==> src/rtl/bpm_pkg.sv <==
// Shared constants, state encoding and BPM range helpers for the BPM beat generator.
`timescale 1ns/1ps
package bpm_pkg;

  localparam int unsigned INTERVAL_W = 32;
  localparam int unsigned BPM_W      = 8;

  localparam logic [INTERVAL_W-1:0] TICKS_PER_MINUTE = 32'd6000000;
  localparam logic [BPM_W-1:0]      MIN_BPM          = 8'd30;
  localparam logic [BPM_W-1:0]      MAX_BPM          = 8'd254;

  typedef enum logic {
    IDLE = 1'b0,
    RUN  = 1'b1
  } bpm_state_e;

  function automatic logic bpm_in_range(input logic [BPM_W-1:0] b);
    return (b >= MIN_BPM) && (b <= MAX_BPM);
  endfunction

  function automatic logic [BPM_W-1:0] clamp_bpm(input logic [BPM_W-1:0] b);
    if (b < MIN_BPM) return MIN_BPM;
    if (b > MAX_BPM) return MAX_BPM;
    return b;
  endfunction

endpackage

==> src/rtl/bpm_beat_generator_divider.sv <==
// Serial restoring divider: TICKS_PER_MINUTE / divisor, one quotient bit per clock.
// A start while busy abandons the current divide and begins again with the new divisor.
`timescale 1ns/1ps
module bpm_divider
  import bpm_pkg::*;
(
  input  logic                  clk,
  input  logic                  rst_n,
  input  logic                  start,
  input  logic [BPM_W-1:0]      divisor,
  output logic                  busy,
  output logic                  done,
  output logic [INTERVAL_W-1:0] quotient,
  output logic [BPM_W-1:0]      divisor_q
);

  logic [BPM_W-1:0] rem_q;
  logic [4:0]       cnt_q;
  logic [BPM_W:0]   rem_sh;
  logic [BPM_W:0]   rem_sub;
  logic             q_bit;

  // The dividend shifts out of the top of quotient while quotient bits shift in below.
  always_comb begin
    rem_sh  = {rem_q, quotient[INTERVAL_W-1]};
    rem_sub = rem_sh - {1'b0, divisor_q};
    q_bit   = (rem_sh >= {1'b0, divisor_q});
  end

  always_ff @(posedge clk or negedge rst_n) begin
    if (!rst_n) begin
      busy      <= 1'b0;
      done      <= 1'b0;
      cnt_q     <= '0;
      rem_q     <= '0;
      quotient  <= '0;
      divisor_q <= '0;
    end else if (start) begin
      busy      <= 1'b1;
      done      <= 1'b0;
      cnt_q     <= '0;
      rem_q     <= '0;
      quotient  <= TICKS_PER_MINUTE;
      divisor_q <= divisor;
    end else if (busy && done) begin
      // Result is held for exactly one cycle so the top can publish it.
      busy <= 1'b0;
      done <= 1'b0;
    end else if (busy) begin
      quotient <= {quotient[INTERVAL_W-2:0], q_bit};
      rem_q    <= q_bit ? rem_sub[BPM_W-1:0] : rem_sh[BPM_W-1:0];
      cnt_q    <= cnt_q + 5'd1;
      if (cnt_q == 5'd31) done <= 1'b1;
    end
  end

endmodule

==> src/rtl/bpm_beat_generator.sv <==
// Converts a BPM request into a beat interval and emits a one-cycle beat every interval ticks.
// Optional BPM_GEN_SYNC_EN adds a beat_sync input that realigns the beat phase.
`timescale 1ns/1ps
module bpm_beat_generator
  import bpm_pkg::*;
(
  input  logic                  clk,
  input  logic                  rst_n,
  input  logic                  tick_en,
  input  logic [BPM_W-1:0]      bpm_in,
  input  logic                  bpm_load,
  input  logic [BPM_W-1:0]      default_bpm,
`ifdef BPM_GEN_SYNC_EN
  input  logic                  beat_sync,
`endif
  output logic                  busy,
  output logic [INTERVAL_W-1:0] interval,
  output logic [BPM_W-1:0]      active_bpm,
  output logic                  beat
);

  bpm_state_e            state_q, state_d;
  logic [INTERVAL_W-1:0] phase_q, phase_d;
  logic                  beat_d;
  logic                  wrap;
  logic                  init_q;
  logic                  div_start;
  logic [BPM_W-1:0]      div_bpm;
  logic                  div_busy;
  logic                  div_done;
  logic [INTERVAL_W-1:0] div_quotient;
  logic [BPM_W-1:0]      div_divisor;
  logic                  publish;

  // init_q fires one automatic divide with default_bpm on the first cycle out of reset.
  assign div_start = bpm_load | init_q;
  assign div_bpm   = (bpm_load && bpm_in_range(bpm_in)) ? bpm_in : clamp_bpm(default_bpm);
  assign publish   = div_done && !div_start;
  assign busy      = div_busy;

  bpm_divider u_div (
    .clk       (clk),
    .rst_n     (rst_n),
    .start     (div_start),
    .divisor   (div_bpm),
    .busy      (div_busy),
    .done      (div_done),
    .quotient  (div_quotient),
    .divisor_q (div_divisor)
  );

  always_comb begin
    state_d = state_q;
    phase_d = phase_q;
    beat_d  = 1'b0;
    wrap    = 1'b0;
    if (state_q == RUN) begin
      wrap = tick_en && (phase_q == (interval - 32'd1));
      if (tick_en) phase_d = wrap ? '0 : phase_q + 32'd1;
      if (wrap) beat_d = 1'b1;
`ifdef BPM_GEN_SYNC_EN
      if (beat_sync) begin
        phase_d = '0;
        beat_d  = 1'b1;
      end
`endif
    end
    // A completing divide restarts the phase; a wrap in the same cycle still beats.
    if (publish) begin
      state_d = RUN;
      phase_d = '0;
    end
  end

  always_ff @(posedge clk or negedge rst_n) begin
    if (!rst_n) begin
      state_q    <= IDLE;
      phase_q    <= '0;
      beat       <= 1'b0;
      init_q     <= 1'b1;
      interval   <= '0;
      active_bpm <= '0;
    end else begin
      state_q <= state_d;
      phase_q <= phase_d;
      beat    <= beat_d;
      init_q  <= 1'b0;
      if (publish) begin
        interval   <= div_quotient;
        active_bpm <= div_divisor;
      end
    end
  end

endmodule

==> config.mk <==
export PLATFORM = sky130hd
export DESIGN_NAME = bpm_beat_generator
export DESIGN_NICKNAME = d
export VERILOG_FILES = /design/src/rtl/bpm_pkg.sv /design/src/rtl/bpm_beat_generator_divider.sv /design/src/rtl/bpm_beat_generator.sv
export SDC_FILE = /design/constraint.sdc
export NUM_CORES = 1
export LEC_CHECK = 0
export BUFFER_PORTS_ARGS = -buffer_cell sky130_fd_sc_hd__clkbuf_2
export CORE_MARGIN = 2
export CORE_UTILIZATION = 25
export CTS_BUF_LIST = sky130_fd_sc_hd__clkbuf_2
export DETAILED_ROUTE_END_ITERATION = 8
export SYNTH_ARGS = -nofsm -noshare
export SYNTH_HDL_FRONTEND = slang
export SYNTH_SLANG_ARGS = --single-unit
==> constraint.sdc <==
create_clock -name clk -period 3.4 [get_ports clk]
set_input_delay 1.02 -clock clk [delete_from_list [all_inputs] [get_ports clk]]
set_output_delay 1.02 -clock clk [all_outputs]
set_load 0.01 [all_outputs]
==> metrics.txt <==
CP arrival 4.15 ns; Post-synth EDFFs 0; placed cell area approximately 8200 um^2; max cap viols 0; slowest stage delay, CP approximately 0.54 ns; synth warn 0; Avg Cell Area, Syn 8.795 um^2; number of nets with antenna violations after routing 0; Die Wd approximately 170 um; Die ar. ~30,000 um^2; Leakage Power between 3 and 4 nW; number of distinct library cells after synthesis 60; CTS tree built; Final WS setup -0.1651 ns; final WL between 20,000 and 25,000 um; layout cell share with drive strength beyond 1 0.2163; Hold-fix buffers, CTS 0; NumNets Final approximately 950; Primary FF master, synth dfrtp_1; GPL Wtd Cong between 0.8 and 0.9; vias around 6,200; Layout area overhead 22.40%; kind of critical path flop to flop; RSZ-0062 raised after global routing yes; initial antenna violation count 0; post-placement cell count 1,268; Root Buffer clkbuf_2; syn_nets 847; Rel. slew slack 0.3008; CP Cell Sequence inv_2, ha_4, or4b_4, or4_4, xnor2_2, or4_4, nor4_4, o2111ai_2, buf_4, nor4_4, buf_6, buf_12, buf_12, nor3_1; fin area 8763 um^2; clk slew on worst S/H paths between 0.2 and 0.25 ns; non-filler instance count after layout about 1,300; all-layer global routing usage 0.1371; ANT cells 0; Worst-Margin Slew 1.049 ns; Worst setup EP type flop; CTS Buf Count 17; ys async rst share 1.000; H-tree depth 4; fin crit share 1.049; Hold Path Class input pin to asynchronous set/reset pin; skew final between 0.04 and 0.05 ns; Netlist Area Pre-Place between 7000 and 8000 um^2; DR iter-0 viols approximately 360; starting density of the core 0.2556; status finished with violations; min cycle time layout between 3 and 4 ns; Synth Instances between 800 and 900; Clock Latency Late Sink between 0.7 and 0.8 ns; failing checks negative setup slack; register area share after synthesis 0.4546; largest net degree at the start of global routing slightly above 60; crit path buf inv count 5; DRC errors left 0; total congestion overflow 0; Slew Viols, Final 0; detailed-route wire length per cell 15.25 um; FF+latch count, synth 130; achievable frequency 280.5 MHz; vias in the first global route 6,091; crit-path max FO 7; Worst EP required 3.98 ns; DR vias/cell 4.763; die outline height 173.2 um; fillers roughly 2,900; crit start category flop; DPL Wire Length about 14,000 um; CP max stage cell or4_4; # rows 61; Setup violations, final 31; I/O pins 62; global-route wire length before repair around 33,000 um; worst vdd ir 0.0001685 V; Sink Count 130; Final Hold Vio Count 0; 1st-pass router iterations 5; PwrDens 346.8 nW/um^2; I/O Buffers 61; total core area about 28,000 um^2; deepest clock path buffer count 2; critical path's top delay family simple AND/OR/NAND/NOR gates
[cells in the mapped netlist, drive strengths merged, types with 7 or more instances]
cell    number  area share
xor2        40       0.049
nor2        34       0.018
mux2i       10       0.014
xnor2       37       0.045
or4          9       0.010
nor4        13       0.014
dfrtp      129        0.45
nand2      193        0.10
nand4       20       0.017
nor3        48       0.034
inv         15      0.0079
nand3       29       0.020
ha          12       0.021
o211ai       7      0.0073
or3         11      0.0096
clkbuf      35       0.018
nor2b        7      0.0061
o21ai       37       0.026
and3        15       0.013
a21oi       41       0.029
[metrics by stage]
step	power [mW]	worst slack, ns	hold slack [ns]	TNS (ns)	util
final	3.039	-0.1651	0.2558	-4.475	0.3129
after global routing	3.203	-0.2709	0.2281	-7.460	0.3129
after CTS	3.046	-0.1590	0.2054	-4.266	0.3103
after detailed placement	2.150	-0.1367	0.4766	-3.312	0.2945
after global placement	2.143	-0.04991	0.4645	-1.141	0.2945
after floorplan	1.959	-0.06503	0.4498	-1.427	-
[registers in the layout (all words and copies together), names as in the netlist]
register         cells
interval            32
phase_q             32
u_div.quotient      32
active_bpm           8
u_div.divisor_q      8
u_div.rem_q          8
u_div.cnt_q          5
beat                 1
init_q               1
state_q              1
u_div.busy           1
u_div.done           1
[routing by layer]
| metal | vias up | global-route usage | part of all wire |
|---|---|---|---|
| met5 | - | 0 | 0 |
| li1 | 3060 | - | - |
| met3 | 30 | 0.02741 | 0.041 |
| met1 | 3008 | 0.1802 | 0.46 |
| met4 | 0 | 0.05191 | 0.026 |
| met2 | 151 | 0.2227 | 0.47 |
[cell usage in the layout (no fill, tap or decap), types with 3 or more instances in the layout]
cell type and count:
dfrtp_1 126, inv_1 13, a21oi_1 41, mux2_2 4, nand2b_1 3, ha_1 11
or4_4 3, inv_6 4, nor2_1 34, mux2i_1 10, a211oi_1 3, xor2_1 40
nor4_1 8, and3_1 15, dfrtp_2 3, a21boi_0 4, xnor2_1 36, nand4_1 20
clkinvlp_4 4, o21ai_0 37, nor3_4 6, nor2b_1 6, or3_1 10, buf_4 60
and2_1 4, or2_2 4, nor3_2 3, and4_1 5, buf_16 3, nor3_1 39
nand3_1 29, nand2_1 192, a32o_1 3, o211ai_1 7, nor4_4 3, or4_1 6
clkbuf_2 79, buf_12 3
[area by class of cell]
cell class	count	area (um^2)	area share
clock inverters	13	103.9	0.01185
repair buffers	128	915.9	0.1045
well taps	378	473.0	0.05397
multi-input cells	629	3861	0.4406
flip-flops and latches	130	3258	0.3718
clock buffers	19	95.09	0.01085
inverters	15	56.30	0.006425
[worst paths after layout]
check | to | from | slack, ns | cells past startpoint
worst max-delay path | phase_q[13] | interval[1] | -0.17 | 14
worst min-delay path | u_div.quotient[4] | rst_n | 0.26 | 1
worst max register to register | phase_q[13] | interval[1] | -0.17 | 14
worst min register to register | interval[14] | u_div.quotient[14] | 0.52 | 2
max in group asynchronous | interval[22] | rst_n | 2.37 | 2
min in group clk | interval[14] | u_div.quotient[14] | 0.52 | 2
[power by group]
group | leakage [nW] | internal [mW] | switching, mW
clock network | 0.120 | 0.209 | 0.669
logic | 2.12 | 0.198 | 0.266
registers | 1.69 | 1.61 | 0.0846
total | 3.93 | 2.02 | 1.02
[cell families (layout without fill, tap and decap cells)]
group	after synthesis	count (layout)	share of synthesized area
AO/OA/AOI/OAI	118	118	0.1038
XOR/XNOR	77	77	0.09420
adder cells (fa/ha/maj)	13	13	0.02377
buffers and inverters	55	175	0.03111
flip-flops	130	130	0.4546
multiplexers	14	14	0.02027
other	1	1	0.0005238
AND/OR/NAND/NOR	406	406	0.2718
[repair_timing]
item	4_1_cts	5_1_grt
cloned	3	0
setup endpoints to repair	31	32
resized for setup	17	11
pin swaps	2	9
setup buffers	8	1
hold endpoints to repair	0	0
Note: power is estimated with default switching activity, not from simulation.
